$ cat src/rtl/pipe_ctrl_pkg.sv
// Shared types and constants for the pipeline stall/flush sequencer.
package pipe_ctrl_pkg;

  // Sequencer state; the encodings are visible on state_o.
  typedef enum logic [1:0] {
    ST_RUN       = 2'd0,
    ST_INTERLOCK = 2'd1,
    ST_MEM_WAIT  = 2'd2,
    ST_REDIRECT  = 2'd3
  } state_e;

  // Bit positions of each stage inside the packed enable vector.
  localparam int unsigned STG_F      = 0;
  localparam int unsigned STG_D      = 1;
  localparam int unsigned STG_E      = 2;
  localparam int unsigned STG_M      = 3;
  localparam int unsigned STG_W      = 4;
  localparam int unsigned NUM_STAGES = 5;

  // Control rules, numbered in priority order (lower number wins).
  typedef enum logic [2:0] {
    RULE_RESET        = 3'd1,
    RULE_MEM_FREEZE   = 3'd2,
    RULE_INTERLOCK    = 3'd3,
    RULE_REDIRECT     = 3'd4,
    RULE_FETCH_BUBBLE = 3'd5,
    RULE_RUN          = 3'd6
  } rule_e;

  // Enable patterns, indexed by the stage constants above.
  localparam logic [NUM_STAGES-1:0] EN_NONE = 5'b00000;
  localparam logic [NUM_STAGES-1:0] EN_ALL  = 5'b11111;
  localparam logic [NUM_STAGES-1:0] EN_EMW  = 5'b11100;
  localparam logic [NUM_STAGES-1:0] EN_NO_F = 5'b11110;

endpackage

$ cat src/rtl/sat_counter.sv
// Saturating up-counter with synchronous clear and synchronous active-low reset.
module sat_counter #(
  parameter int unsigned W = 32
) (
  input  logic         clk,
  input  logic         rst_n,
  input  logic         clr,
  input  logic         inc,
  output logic [W-1:0] cnt
);

  logic [W-1:0] cnt_r;

  // Count register: reset, then clear, then increment that holds at all-ones.
  always_ff @(posedge clk) begin
    if (!rst_n) begin
      cnt_r <= {W{1'b0}};
    end else if (clr) begin
      cnt_r <= {W{1'b0}};
    end else if (inc && (cnt_r != {W{1'b1}})) begin
      cnt_r <= cnt_r + W'(1);
    end else begin
      cnt_r <= cnt_r;
    end
  end

  assign cnt = cnt_r;

endmodule

$ cat src/rtl/pipeline_ctrl.sv
// Stall/flush sequencer for the 5-stage pipeline: enables, bubbles, PC
// redirect, watchdogs and saturating stall/flush performance counters.
module pipeline_ctrl #(
  parameter int unsigned CNT_W         = 32,
  parameter int unsigned MAX_INTERLOCK = 3,
  parameter int unsigned MEM_TIMEOUT   = 255
) (
  input  logic             clk,
  input  logic             rst_n,
  input  logic             load_stall,
  input  logic             calc_stall,
  input  logic             jump_takenD,
  input  logic             imem_valid,
  input  logic             dmem_busyM,
  input  logic             clr_cnt,
  output logic             enF,
  output logic             enD,
  output logic             enE,
  output logic             enM,
  output logic             enW,
  output logic             flushD,
  output logic             flushE,
  output logic             pc_redirect,
  output logic [1:0]       state_o,
  output logic [CNT_W-1:0] stall_cnt,
  output logic [CNT_W-1:0] flush_cnt,
  output logic             hang
);

  import pipe_ctrl_pkg::*;

  // Watchdog counters are sized to reach limit+1 and then hold there.
  localparam int unsigned IL_W = $clog2(MAX_INTERLOCK + 2);
  localparam int unsigned MW_W = $clog2(MEM_TIMEOUT + 2);
  localparam logic [IL_W-1:0] IL_LIMIT = IL_W'(MAX_INTERLOCK + 1);
  localparam logic [IL_W-1:0] IL_TRIP  = IL_W'(MAX_INTERLOCK);
  localparam logic [MW_W-1:0] MW_LIMIT = MW_W'(MEM_TIMEOUT + 1);
  localparam logic [MW_W-1:0] MW_TRIP  = MW_W'(MEM_TIMEOUT);

  state_e                  state_r;
  state_e                  state_nxt_s;
  rule_e                   rule_s;
  logic [NUM_STAGES-1:0]   en_s;
  logic                    flush_d_s;
  logic                    flush_e_s;
  logic                    redirect_s;
  logic [IL_W-1:0]         il_cnt_r;
  logic [MW_W-1:0]         mw_cnt_r;
  logic                    hang_r;
  logic                    stall_inc_s;
  logic                    flush_inc_s;

  // Priority decode of hazard requests into controls and the next state.
  always_comb begin
    rule_s      = RULE_RUN;
    en_s        = EN_ALL;
    flush_d_s   = 1'b0;
    flush_e_s   = 1'b0;
    redirect_s  = 1'b0;
    state_nxt_s = ST_RUN;
    if (!rst_n) begin
      rule_s      = RULE_RESET;
      en_s        = EN_NONE;
      flush_d_s   = 1'b1;
      flush_e_s   = 1'b1;
      state_nxt_s = ST_RUN;
    end else if (dmem_busyM) begin
      // Whole-pipe freeze; a pending jump is re-evaluated once it lifts.
      rule_s      = RULE_MEM_FREEZE;
      en_s        = EN_NONE;
      state_nxt_s = ST_MEM_WAIT;
    end else if (load_stall || calc_stall) begin
      rule_s      = RULE_INTERLOCK;
      en_s        = EN_EMW;
      flush_e_s   = 1'b1;
      state_nxt_s = ST_INTERLOCK;
    end else if (jump_takenD && (state_r != ST_REDIRECT)) begin
      // In REDIRECT the D slot is already a squashed bubble, so a jump
      // reported from it is stale and falls through.
      rule_s      = RULE_REDIRECT;
      en_s        = EN_ALL;
      flush_d_s   = 1'b1;
      redirect_s  = 1'b1;
      state_nxt_s = ST_REDIRECT;
    end else if (!imem_valid) begin
      rule_s      = RULE_FETCH_BUBBLE;
      en_s        = EN_NO_F;
      flush_d_s   = 1'b1;
      state_nxt_s = ST_RUN;
    end else begin
      rule_s      = RULE_RUN;
      en_s        = EN_ALL;
      state_nxt_s = ST_RUN;
    end
  end

  // FSM state register.
  always_ff @(posedge clk) begin
    if (!rst_n) begin
      state_r <= ST_RUN;
    end else begin
      state_r <= state_nxt_s;
    end
  end

  // Consecutive-interlock watchdog counter, saturating at its limit.
  always_ff @(posedge clk) begin
    if (!rst_n) begin
      il_cnt_r <= {IL_W{1'b0}};
    end else if (rule_s == RULE_INTERLOCK) begin
      if (il_cnt_r != IL_LIMIT) begin
        il_cnt_r <= il_cnt_r + IL_W'(1);
      end else begin
        il_cnt_r <= il_cnt_r;
      end
    end else begin
      il_cnt_r <= {IL_W{1'b0}};
    end
  end

  // Consecutive-memory-wait watchdog counter, saturating at its limit.
  always_ff @(posedge clk) begin
    if (!rst_n) begin
      mw_cnt_r <= {MW_W{1'b0}};
    end else if (rule_s == RULE_MEM_FREEZE) begin
      if (mw_cnt_r != MW_LIMIT) begin
        mw_cnt_r <= mw_cnt_r + MW_W'(1);
      end else begin
        mw_cnt_r <= mw_cnt_r;
      end
    end else begin
      mw_cnt_r <= {MW_W{1'b0}};
    end
  end

  // Sticky hang flag: set on the edge whose count reaches limit+1.
  always_ff @(posedge clk) begin
    if (!rst_n) begin
      hang_r <= 1'b0;
    end else if ((rule_s == RULE_INTERLOCK) && (il_cnt_r >= IL_TRIP)) begin
      hang_r <= 1'b1;
    end else if ((rule_s == RULE_MEM_FREEZE) && (mw_cnt_r >= MW_TRIP)) begin
      hang_r <= 1'b1;
    end else begin
      hang_r <= hang_r;
    end
  end

  assign stall_inc_s = ~en_s[STG_F];
  assign flush_inc_s = flush_d_s | flush_e_s;

  sat_counter #(.W(CNT_W)) u_stall_cnt (
    .clk   (clk),
    .rst_n (rst_n),
    .clr   (clr_cnt),
    .inc   (stall_inc_s),
    .cnt   (stall_cnt)
  );

  sat_counter #(.W(CNT_W)) u_flush_cnt (
    .clk   (clk),
    .rst_n (rst_n),
    .clr   (clr_cnt),
    .inc   (flush_inc_s),
    .cnt   (flush_cnt)
  );

  assign enF         = en_s[STG_F];
  assign enD         = en_s[STG_D];
  assign enE         = en_s[STG_E];
  assign enM         = en_s[STG_M];
  assign enW         = en_s[STG_W];
  assign flushD      = flush_d_s;
  assign flushE      = flush_e_s;
  assign pc_redirect = redirect_s;
  assign state_o     = state_r;
  assign hang        = hang_r;

endmodule

$ cat config.mk
export PLATFORM = sky130hd
export DESIGN_NAME = pipeline_ctrl
export DESIGN_NICKNAME = d
export VERILOG_FILES = /design/src/rtl/pipe_ctrl_pkg.sv /design/src/rtl/sat_counter.sv /design/src/rtl/pipeline_ctrl.sv
export SDC_FILE = /design/constraint.sdc
export NUM_CORES = 1
export LEC_CHECK = 0
export CAP_MARGIN = 25
export CORE_ASPECT_RATIO = 0.9
export CORE_MARGIN = 5
export CORE_UTILIZATION = 57
export DETAILED_ROUTE_END_ITERATION = 8
export DONT_BUFFER_PORTS = 1
export PLACE_DENSITY = 0.76
export SETUP_SLACK_MARGIN = 0.4
export SYNTH_ARGS = -nofsm -noshare
export SYNTH_HDL_FRONTEND = slang
export SYNTH_SLANG_ARGS = --single-unit
$ cat constraint.sdc
create_clock -name clk -period 2 [get_ports clk]
set_input_delay 0.2 -clock clk [delete_from_list [all_inputs] [get_ports clk]]
set_output_delay 0.2 -clock clk [all_outputs]
set_load 0.01 [all_outputs]
# Yosys cells after proc, flatten, opt, wreduce, memory -nomap -nowiden
# Cells that the tools add are included.
# W data, S select, Z words.
[word_totals]
regBits = 79
latch_bits = 0
out_inout_bits = 75
rom_bits = 0
inputBits = 8
mem_count = 0
ramBits = 0
wordCells = 61
[op_classes]
eq_ne = 7
add_sub_neg = 4
shift = 0
bitwise_logic = 3
muxes = 27
multipliers = 0
n_lt_le_gt_ge = 2
div_mod_pow = 0
reduce_logical = 11
[ops]
columns = ["cell", "n"]
rows = [
  ["$add A32 B1 Y32 const B", 2],
  ["$ne A32 B32 Y1 const B", 2],
  ["$mux W1", 16],
  ["$mux W2", 6],
  ["$mux W5", 2],
  ["$add A9 B1 Y9 const B", 1],
  ["$ge A9 B8 Y1 const B", 1],
  ["$mux W3", 3],
  ["$ne A9 B9 Y1 const B", 1],
  ["$eq A3 B2 Y1 const B", 2],
  ["$logic_and A1 B1 Y1", 5],
  ["$reduce_and A2 Y1", 2],
  ["$reduce_or A2 Y1", 2],
  ["$add A3 B1 Y3 const B", 1],
  ["$ge A3 B2 Y1 const B", 1],
  ["$ne A3 B3 Y1 const B", 1],
  ["$ne A2 B2 Y1 const B", 1],
  ["$not A1 Y1", 2],
  ["$reduce_bool A2 Y1", 1],
  ["$logic_or A1 B1 Y1", 1],
  ["$or A1 B1 Y1", 1],
]

# Longest topological paths before layout
[logic_depth]
ltp_word = 10
mapped_depth = 8
depth_no_buf = 8

# Modules after synthesis
# Synthesis repeated with hierarchy kept, for this count alone.
[hier_totals]
hier_cells = 506
area_unflattened_um2 = 4161.5
[by_module_without_submodules]
columns = ["module", "instances", "seq_area_each_um2", "cells_per_inst", "area_each_um2"]
rows = [
  ["sat_counter", 2, 640.6, 203, 1667.8],
  ["pipeline_ctrl", 1, 300.3, 100, 825.8],
]

# Worst setup path before layout
# No wires, ideal clock.
[synth_timing]
kind = "register to register"
from = "register u_flush_cnt.cnt_r[9], in the netlist u_flush_cnt.cnt[9]"
to = "register u_flush_cnt.cnt_r[23], in the netlist u_flush_cnt.cnt[23]"
setup_time_ps = 70
n_path_buf = 2
t_arrival_ps = 2036
stages_incl_launch_ff = 8
required_time_ps = 1930
slack_ps = -106
cell_sequence = "dfxtp_1 and4_1 buf_6 nand3_4 or4_4 buf_6 or4_1 a21oi_1"
[synth_via]
elab_chain_len = 2
elab_cells_between_ends = 3
classes_between = "1 x add/sub; 1 x eq/ne; 1 x reduce/logical"
[synth_lines]
columns = ["item", "line_no", "source"]
rows = [
  ["start, declared", "sat_counter.sv:12", "logic [W-1:0] cnt_r;"],
  ["start signal, assigned", "sat_counter.sv:17", "cnt_r <= {W{1'b0}};"],
  ["start signal, assigned", "sat_counter.sv:19", "cnt_r <= {W{1'b0}};"],
  ["start signal, assigned", "sat_counter.sv:21", "cnt_r <= cnt_r + W'(1);"],
  ["branches (longest 2 deep; another with $add A32 B1 Y32)", "-", ""],
]
# Parallel ways; which one is timed is not known.
# A chain may end at the register's enable or synchronous reset.

# Final worst setup path
[layout_timing]
from = "register u_flush_cnt.cnt_r[12], in the netlist u_flush_cnt.cnt[12]"
to = "register u_flush_cnt.cnt_r[23], in the netlist u_flush_cnt.cnt[23]"
# Same word-level chain as after synthesis.

==> results.json <==
{
  "status": "finished with violations",
  "violations": "hold timing, setup timing",
  "powerDensity_nw_per_um2": 489,
  "wl_per_cell_um": 21.5,
  "cts_tree": "built",
  "instances_no_fill": 711,
  "max_freq_mhz": 495,
  "clkLatencyLatePin_ns": 0.36,
  "route.vias.total": 4860,
  "rsz0062_at_grt": "yes",
  "synth_cell_types": 50,
  "yosys.area.top_type": "dfxtp_1",
  "rows": 29,
  "crit_path_start_kind": "flip-flop",
  "finalClockSkew_ns": 0.0126,
  "finalCriticalPeriod_ns": 2.02,
  "synth_nets": 514,
  "async_flop_share_pct": 0,
  "avgSynthCellArea_um2": 8.23,
  "crit_required_ns": 2.24,
  "whs_ns": -0.0207,
  "dieArea_um2": 8990,
  "tns_ns": -0.0390,
  "drv_cap": 0,
  "ys.warnings.count": 0,
  "n_antenna_cell": 0,
  "arrival_ns": 2.26,
  "drive_gt1_share_pct": 42.4,
  "synth_seq_cells": 79,
  "critPathKind": "reg2reg",
  "leakagePower_nw": 2.13,
  "finalHoldViolations": 1,
  "gp_congestion": 0.802,
  "port_buffers": 0,
  "slew_viol_final": 0,
  "top_usage_layer": "met2",
  "dp_hpwl_um": 8130,
  "final_common_cell": "buf_4",
  "antenna_left": 0,
  "drt_drc_violations_left": 0,
  "die_w_um": 99.4,
  "finalSetupViolCount": 2,
  "wirelength_um": 15300,
  "grt_usage_pct": 29.5,
  "synth-edff-count": 0,
  "fin_area_um2": 5980,
  "fin_util_pct": 84.9,
  "grt_max_degree": 48,
  "area_growth_pct": 45.7,
  "use_met1_pct": 36.3,
  "period_share_pct": 101,
  "start_util_pct": 58.2,
  "antenna_found_initial": 0,
  "grtUsageMet3_pct": 9.03,
  "cp_max_fo": 4,
  "placed_area_um2": 4850,
  "nNetsFinal": 629,
  "boundaryPins": 83,
  "numCtsBuffers": 9,
  "synth-seq-area-share_pct": 38.6,
  "met2_usage_pct": 48.2,
  "place_ws_ns": 0.0152,
  "synth-main-ff-cell": "dfxtp_1",
  "worst_slew_pin_slew_ns": 0.640,
  "syn_area_um2": 4100,
  "slew_headroom_pct": 57.2,
  "end_kind": "flip-flop",
  "synthCells": 498,
  "mostFrequentLayoutCells": "buf_4 (100), a21oi_1 (51), nand2_1 (36)",
  "netlist_top_cells_area": "dfxtp_1 (39%), a21oi_1 (7.2%), or4_1 (5.3%), o31ai_1 (4.6%), or3_1 (4.6%)",
  "setup_ws_ns": -0.0218,
  "clkTransAtPathRegs_ns": 0.08,
  "dr.first_iter.drc_count": 487,
  "root_buffer": "clkbuf_8",
  "place_inst": 634,
  "grt_pass1_wl_um": 21800,
  "hp-class": "in2reg",
  "vdd_drop_max_mv": 0.498,
  "synth_top_area_share_pct": 38.6,
  "vias_per_cell": 6.84,
  "core_um2": 7040,
  "first_pass_iters": 5,
  "htree_levels": 3,
  "cts_buffer_depth": 2,
  "fillCellCount": 352,
  "grt_pass1_vias": 4423,
  "die_h_um": 90.5,
  "grt_overflow": 0,
  "cts_num_sinks": 79
}
## routing by layer
layer,wire length [um],share of wire (%)
met3,1540,10
met5,0,0
met4,433,2.8
met2,7550,49
met1,5740,38
## critical path, cell delays in order (launching register included)
cell,delay (ns)
dfxtp_2,0.34
and4_4,0.26
buf_6,0.11
nand3_4,0.08
or4_4,0.58
buf_4,0.16
o31ai_1,0.27
a21oi_1,0.11
## timing repair
action                                  4_1_cts  5_1_grt
buffers inserted                             32       23
pin swaps                                    39       34
gates resized for setup                      54       65
endpoints found under the setup margin       67       69
gates cloned                                  4        0
hold buffers                                  4        0
endpoints found under the hold margin         3        0
## stage by stage
stage	total power (W)	hold WS (ns)
6_report	0.00292	-0.0207
5_1_grt	0.00300	0.00570
3_3_place_gp	0.00175	0.334
3_5_place_dp	0.00176	0.337
4_1_cts	0.00290	0.0171
2_1_floorplan	0.00172	0.332
## layout make-up
cell class | instances | area (um^2) | share of cell area (%)
multi-input cells | 377 | 2800 | 46.8
repair buffers | 129 | 1140 | 19.1
clock inverters | 3 | 43.8 | 0.733
inverters | 17 | 63.8 | 1.07
clock buffers | 13 | 139 | 2.32
flip-flops and latches | 79 | 1680 | 28.1
well taps | 93 | 116 | 1.95
## path summary, 6_finish.rpt
path	start	to	slack (ns)	depth (start not counted)
worst max register to register	u_flush_cnt.cnt[12]$_SDFFE_PP0P_	u_flush_cnt.cnt[23]$_SDFFE_PP0P_	-0.02	7
worst min register to register	u_flush_cnt.cnt[29]$_SDFFE_PP0P_	u_flush_cnt.cnt[29]$_SDFFE_PP0P_	0.51	2
worst max-delay path	u_flush_cnt.cnt[12]$_SDFFE_PP0P_	u_flush_cnt.cnt[23]$_SDFFE_PP0P_	-0.02	7
worst min-delay path	dmem_busyM	state_o[1]$_SDFF_PN0_	-0.02	2
## report_power, final
| part | internal, W | total (W) | switching, W | leakage, nW |
|---|---|---|---|---|
| clock network | 0.000580 | 0.00117 | 0.000595 | 0.0916 |
| registers | 0.00156 | 0.00157 | 0.0000122 | 0.664 |
| logic | 0.0000719 | 0.000175 | 0.000103 | 1.37 |
| total | 0.00221 | 0.00292 | 0.000710 | 2.13 |
## cells by family (layout without fill, tap and decap cells)
kind of cell	after synthesis	after routing	share of synthesized area, %
flops	79	79	38.6
xor+xnor	8	8	1.71
buf+inv	43	162	5.16
fa+ha+maj	8	8	2.44
compound gates	138	138	20.6
simple gates	220	221	31.0
mux	2	2	0.519
## synthesized netlist by cell type (5+ instances only)
cell type,number
a21oi_1,59
and2_1,5
and3_1,7
and4_1,12
buf_4,5
clkbuf_1,11
dfxtp_1,79
ha_1,8
inv_1,17
nand2_1,40
nand3_1,29
nand4_1,22
nor2_1,23
nor2b_1,5
nor4_1,5
o21ai_0,32
o31ai_1,25
or3_1,30
or4_1,29
xnor2_1,5
## registers in the layout, summed over array words and instances (netlist names)
| name | flops |
|---|---|
| u_flush_cnt.cnt | 32 |
| mw_cnt_r | 9 |
| u_stall_cnt.cnt | 32 |
| state_o | 2 |
| il_cnt_r | 3 |
| hang | 1 |
No activity file was read; power rests on OpenSTA's default activity.
